### src/rtl/instruction_fetch_buffer_if.sv
// Fetch-side bus of the instruction fetch buffer: request channel, instruction
// output channel and the single-outstanding memory read port.
interface instruction_fetch_buffer_if #(
    parameter int MEM_WIDTH = 32,
    parameter int MEM_SIZE  = 256
);
    localparam int AW = $clog2(MEM_SIZE);

    logic [31:0]          Address;
    logic                 req_valid;
    logic                 req_ready;
    logic                 flush;
    logic [MEM_WIDTH-1:0] Instruction;
    logic                 instr_fault;
    logic                 instr_valid;
    logic                 instr_ready;
    logic [AW-1:0]        mem_addr;
    logic                 mem_read_en;
    logic                 mem_read_valid;
    logic [MEM_WIDTH-1:0] mem_read_val;

    // master: the fetch requester / consumer / memory environment
    modport master (
        output Address, req_valid, flush, instr_ready, mem_read_valid, mem_read_val,
        input  req_ready, Instruction, instr_fault, instr_valid, mem_addr, mem_read_en
    );

    // slave: the fetch buffer itself
    modport slave (
        input  Address, req_valid, flush, instr_ready, mem_read_valid, mem_read_val,
        output req_ready, Instruction, instr_fault, instr_valid, mem_addr, mem_read_en
    );
endinterface

### src/rtl/instruction_fetch_buffer.sv
// Instruction fetch buffer: validates fetch addresses, issues one memory read at a
// time and queues returned (or faulted) instructions in a small FIFO.
module instruction_fetch_buffer #(
    parameter int MEM_WIDTH = 32,
    parameter int MEM_SIZE  = 256,
    parameter int DEPTH     = 4
) (
    input  logic                      clk,
    input  logic                      reset_n,
    instruction_fetch_buffer_if.slave bus
);
    localparam int AW = $clog2(MEM_SIZE);
    localparam int PW = $clog2(DEPTH);
    localparam int CW = PW + 1;
    localparam logic [CW-1:0] FULL  = CW'(DEPTH);
    localparam logic [29:0]   WORDS = 30'(MEM_SIZE);

    typedef enum logic [1:0] {IDLE, WAIT, DRAIN} state_t;

    typedef struct packed {
        logic [MEM_WIDTH-1:0] instr;
        logic                 fault;
    } entry_t;

    state_t          state;
    entry_t          fifo_q [DEPTH];
    logic [PW-1:0]   wr_ptr, rd_ptr;
    logic [CW-1:0]   count;
    logic [AW-1:0]   mem_addr_q;
    logic            mem_read_en_q;
    logic            req_fault, accept, push, pop;
    entry_t          push_ent;

    assign req_fault     = (bus.Address[1:0] != 2'b00) || (bus.Address[31:2] >= WORDS);
    assign bus.req_ready = (state == IDLE) && (count < FULL) && !bus.flush;
    assign accept        = bus.req_valid && bus.req_ready;

    assign bus.instr_valid = (count != '0);
    assign pop             = bus.instr_valid && bus.instr_ready;
    // Storage is not reset, so the head is masked while the buffer is empty.
    assign bus.Instruction = bus.instr_valid ? fifo_q[rd_ptr].instr : '0;
    assign bus.instr_fault = bus.instr_valid && fifo_q[rd_ptr].fault;

    assign bus.mem_addr    = mem_addr_q;
    assign bus.mem_read_en = mem_read_en_q;

    // A faulting request and a memory return can never coincide: accept needs IDLE.
    always_comb begin
        push     = 1'b0;
        push_ent = '0;
        if (accept && req_fault) begin
            push           = 1'b1;
            push_ent.fault = 1'b1;
        end else if (state == WAIT && bus.mem_read_valid && !bus.flush) begin
            push           = 1'b1;
            push_ent.instr = bus.mem_read_val;
        end
    end

    always_ff @(posedge clk) begin
        if (push) fifo_q[wr_ptr] <= push_ent;
    end

    always_ff @(posedge clk or negedge reset_n) begin
        if (!reset_n) begin
            wr_ptr <= '0;
            rd_ptr <= '0;
            count  <= '0;
        end else if (bus.flush) begin
            wr_ptr <= '0;
            rd_ptr <= '0;
            count  <= '0;
        end else begin
            if (push) wr_ptr <= wr_ptr + 1'b1;
            if (pop)  rd_ptr <= rd_ptr + 1'b1;
            case ({push, pop})
                2'b10:   count <= count + 1'b1;
                2'b01:   count <= count - 1'b1;
                default: ;
            endcase
        end
    end

    // WAIT owns a live read; DRAIN waits out a read whose data was flushed.
    always_ff @(posedge clk or negedge reset_n) begin
        if (!reset_n) begin
            state         <= IDLE;
            mem_read_en_q <= 1'b0;
            mem_addr_q    <= '0;
        end else begin
            case (state)
                IDLE: begin
                    if (accept && !req_fault) begin
                        mem_addr_q    <= bus.Address[AW+1:2];
                        mem_read_en_q <= 1'b1;
                        state         <= WAIT;
                    end
                end
                WAIT: begin
                    if (bus.mem_read_valid) begin
                        mem_read_en_q <= 1'b0;
                        state         <= IDLE;
                    end else if (bus.flush) begin
                        state <= DRAIN;
                    end
                end
                DRAIN: begin
                    if (bus.mem_read_valid) begin
                        mem_read_en_q <= 1'b0;
                        state         <= IDLE;
                    end
                end
                default: begin
                    state         <= IDLE;
                    mem_read_en_q <= 1'b0;
                end
            endcase
        end
    end
endmodule

### src/flat_wrapper.sv
// flat-port wrapper written by rule: the top's interface ports become plain ports
module instruction_fetch_buffer_flat 
#(
    parameter int MEM_WIDTH = 32,
    parameter int MEM_SIZE  = 256,
    parameter int DEPTH     = 4
)
  (clk, reset_n, bus_Address, bus_req_valid, bus_flush, bus_instr_ready, bus_mem_read_valid, bus_mem_read_val, bus_req_ready, bus_Instruction, bus_instr_fault, bus_instr_valid, bus_mem_addr, bus_mem_read_en);
  instruction_fetch_buffer_if #(.MEM_WIDTH(MEM_WIDTH), .MEM_SIZE(MEM_SIZE)) bus_i ();
  input  logic clk;
  input  logic reset_n;
  input wire logic [$bits(bus_i.Address)-1:0] bus_Address;
  input wire logic [$bits(bus_i.req_valid)-1:0] bus_req_valid;
  input wire logic [$bits(bus_i.flush)-1:0] bus_flush;
  input wire logic [$bits(bus_i.instr_ready)-1:0] bus_instr_ready;
  input wire logic [$bits(bus_i.mem_read_valid)-1:0] bus_mem_read_valid;
  input wire logic [$bits(bus_i.mem_read_val)-1:0] bus_mem_read_val;
  output wire logic [$bits(bus_i.req_ready)-1:0] bus_req_ready;
  output wire logic [$bits(bus_i.Instruction)-1:0] bus_Instruction;
  output wire logic [$bits(bus_i.instr_fault)-1:0] bus_instr_fault;
  output wire logic [$bits(bus_i.instr_valid)-1:0] bus_instr_valid;
  output wire logic [$bits(bus_i.mem_addr)-1:0] bus_mem_addr;
  output wire logic [$bits(bus_i.mem_read_en)-1:0] bus_mem_read_en;
  assign bus_i.Address = bus_Address;
  assign bus_i.req_valid = bus_req_valid;
  assign bus_i.flush = bus_flush;
  assign bus_i.instr_ready = bus_instr_ready;
  assign bus_i.mem_read_valid = bus_mem_read_valid;
  assign bus_i.mem_read_val = bus_mem_read_val;
  assign bus_req_ready = bus_i.req_ready;
  assign bus_Instruction = bus_i.Instruction;
  assign bus_instr_fault = bus_i.instr_fault;
  assign bus_instr_valid = bus_i.instr_valid;
  assign bus_mem_addr = bus_i.mem_addr;
  assign bus_mem_read_en = bus_i.mem_read_en;
  instruction_fetch_buffer #(.MEM_WIDTH(MEM_WIDTH), .MEM_SIZE(MEM_SIZE), .DEPTH(DEPTH)) u_core (.clk(clk), .reset_n(reset_n), .bus(bus_i));
endmodule
### config.mk
export PLATFORM = sky130hd
export DESIGN_NAME = instruction_fetch_buffer_flat
export DESIGN_NICKNAME = d
export VERILOG_FILES = /design/src/rtl/instruction_fetch_buffer_if.sv /design/src/rtl/instruction_fetch_buffer.sv /design/src/flat_wrapper.sv
export SDC_FILE = /design/constraint.sdc
export NUM_CORES = 1
export LEC_CHECK = 0
export CAP_MARGIN = 20
export CORE_ASPECT_RATIO = 1.4
export CORE_UTILIZATION = 39
export CTS_CLUSTER_DIAMETER = 40
export DETAILED_ROUTE_END_ITERATION = 8
export GPL_ROUTABILITY_DRIVEN = 0
export PLACE_DENSITY = 0.66
export SETUP_SLACK_MARGIN = 0.02
export SYNTH_ARGS = -nofsm -noshare
export SYNTH_HDL_FRONTEND = slang
export SYNTH_SLANG_ARGS = --single-unit
### constraint.sdc
create_clock -name clk -period 9.9 [get_ports clk]
set_input_delay 1.98 -clock clk [delete_from_list [all_inputs] [get_ports clk]]
set_output_delay 1.98 -clock clk [all_outputs]
set_load 0.01 [all_outputs]
==> reports/results.tsv <==
metric	value	unit
status	completed	
fin nets	546	
Final period util	54.9	%
Max Fclk	184	MHz
share of cells above drive strength 1	18.5	%
Worst Reg-to-Reg Cells	9	
drt via density	5.02	
Worst path max stage delay	0.64	ns
Yosys cell types	40	
clock root cell	clkbuf_16	
Fill cells	1305	
CP Cell Sequence	clkdlybuf4s50_1 -> nor3_1 -> clkdlybuf4s50_1	
post-CTS sizing	0	
total CTS buffers	17	
Final Hold Fails	0	
worst-margin pin slew	0.925	ns
synth warn	0	
Avg Cell Area, Syn	18.1	µm²
Hold Path Class	reg -> reg	
Synth Cell Area	6290	µm²
fin. max-slew vios	0	
hold-critical path depth	1	
Gate Count Post-Synth	347	
Horiz. Die Dim	109	µm
Buf/Inv on CP	2	
average wire per standard cell	18.1	µm
drt first pass iters	4	
Setup Crit Path Kind	in -> out	
DR iter-0 viols	103	
Post-Route Skew	0.0119	ns
slowest stage cell, crit path	clkdlybuf4s50_1	
gr usage total	16.1	%
clk slew on worst S/H paths	0.06	ns
Place WS	4.49	ns
Worst setup EP type	output pin	
Starting Density	40.1	%
number of global-route vias before repair	3790	
first-pass GRT wire length	19600	µm
Remaining DRCs	0	
maximum fanout along the worst path	13	
diode count	0	
critical path's top delay family	buffers and inverters	
die area	16600	µm²
post-CTS setup buffer count	0	
RSZ-0062 raised after global routing	false	
sequential area share after synthesis	70.2	%
largest net degree at the start of global routing	35	
Yosys reg bits	150	
I/O Buffers	113	
die height	152	µm
Routed Antenna Nets	0	
Setup WS post-layout	4.47	ns
CTS tree	yes	
CP required	7.92	ns
Pwr Density	232	nW/µm²
most used cell along the critical path	clkdlybuf4s50_1	
Post-Synthesis Net Count	425	
row count	54	
min Tclk post-route	5.43	ns
routed vias	3397	
final WL	12300	µm
number of max-cap violations	0	
depth of the CTS H-tree	4	
slew margin rel.	38.3	%
multi-input logic area	1800	µm²
Peak VDD IR	0.135	mV
post-route setup TNS	0	ns
Critical Path Start Type	input pin	
ys flop type	edfxtp_1	
Bufs on Longest Clock Path	2	
synthesis-to-layout area growth	32.2	%
critical path arrival	3.45	ns
Storage cell area	4420	µm²
IO Pins	114	
CP Depth	3	
Hold Buf Count CTS	0	
CTS sink count	150	
EDFF count, synth	132	
initial antenna violation count	0	
Synth async-reset ratio	12.0	%
Remaining Overflow, GRT	0	
core area	15700	µm²
Final Setup Violations	0	
leakage power total	2.98	nW
Clk Latency, worst-skew pair	0.41	ns
post-DP HPWL	8050	µm
==> logic make-up (layout without fill, tap and decap cells) <==
kind of cell               count (synthesis)  count (layout)  share of synthesized area (%)
AOI/OAI and AO/OA                         11              11                           1.31
adders and majority gates                  8               8                           1.71
DFF                                      150             150                           70.2
muxes                                     42              42                           13.4
and+or+nand+nor                          107             107                           10.9
buffers and inverters                     25             159                           1.71
xor gates and xnor gates                   4               4                          0.776
==> Yosys cell counts (2+ instances only) <==
cell	count	area (µm²)
nand2b_1	2	12.5
ha_1	7	87.6
nor2b_1	4	25.0
clkbuf_2	3	15.0
mux2_2	8	90.1
nor4_1	4	25.0
dfrtp_1	18	450
nor4bb_1	2	20.0
xnor2_1	2	17.5
or4_1	3	22.5
edfxtp_1	132	3960
nand2_1	5	18.8
o21ai_0	2	10.0
o2111ai_1	2	17.5
a21oi_1	4	20.0
mux4_2	33	743
nor2_1	6	22.5
buf_2	5	25.0
clkbuf_1	9	33.8
nand4_1	2	12.5
and2_1	68	425
inv_1	7	26.3
nor4b_1	2	17.5
==> power by group <==
part           leakage (nW)  internal, mW  total, mW  switching [mW]
Sequential             1.60         0.724      0.766          0.0415
Clock                 0.279         0.369      0.607           0.238
Combinational          1.11         0.332      0.560           0.228
Total                  2.98          1.43       1.93           0.508
==> final timing paths <==
path                                        start                endpoint  slack, ns
max in group asynchronous                 reset_n        u_core.rd_ptr[0]       7.31
min reg2reg                u_core.bus.mem_addr[0]  u_core.bus.mem_addr[0]       0.51
min                        u_core.bus.mem_addr[0]  u_core.bus.mem_addr[0]       0.51
max                                     bus_flush           bus_req_ready       4.47
max reg2reg                       u_core.state[1]         u_core.count[1]       6.71
min in group asynchronous                 reset_n  u_core.bus.mem_addr[5]       2.03
==> worst reg2reg max path: stages, from the launching register on <==
cell	delay (ns)
dfrtp_1	0.39
inv_1	0.08
ha_1	0.21
nand3b_1	0.14
or3b_4	0.40
o21ai_4	0.47
and2_1	0.25
fa_1	0.44
nor4b_1	0.16
or4b_1	0.53
==> final cells by class <==
class	instances	share of cell area, %
sequential	150	53.1
tap	196	2.95
timing repair buffer	120	15.2
inverter	7	0.316
clock buffer	19	5.21
multi-input combinational	172	21.6
clock inverter	13	1.58
==> flip-flops by register name (all words and copies together), names as in the netlist <==
name and cells:
u_core.rd_ptr 2, u_core.count 3, u_core.fifo_q 132, u_core.wr_ptr 2, u_core.bus.mem_addr 8, u_core.bus.mem_read_en 1
u_core.state 2
==> layer usage <==
layer  vias to the layer above  GRT usage (%)  share of wire (%)
li1                       1585              -                  -
met1                      1739           17.8                 39
met2                        57           29.9                 57
met3                        16           2.91                2.6
met4                         0           6.03                1.5
met5                         -              0                  0
==> stage by stage <==
step	instances	power [mW]	instance area, µm²	util [%]	hold WS, ns
2_1_floorplan	347	1.08	6290	-	0.503
3_3_place_gp	641	1.34	7640	48.7	0.494
3_5_place_dp	645	1.35	7750	49.4	0.495
4_1_cts	677	1.96	8320	53.0	0.509
5_1_grt	677	2.02	8320	53.0	0.525
6_report	677	1.93	8320	53.0	0.507
==> cell usage in the layout (no fill, tap or decap), types with 4 or more instances in the layout <==
cell	instances
and2_1	68
clkdlybuf4s50_1	113
ha_1	7
mux4_2	33
edfxtp_1	132
nor2b_4	4
a21oi_1	4
buf_16	4
clkbuf_16	17
clkinv_2	5
dfrtp_1	16
nand2_1	5
nor4_1	4
nor2_1	5
mux2_2	8
inv_1	7
No activity file was read; power rests on OpenSTA's default activity.
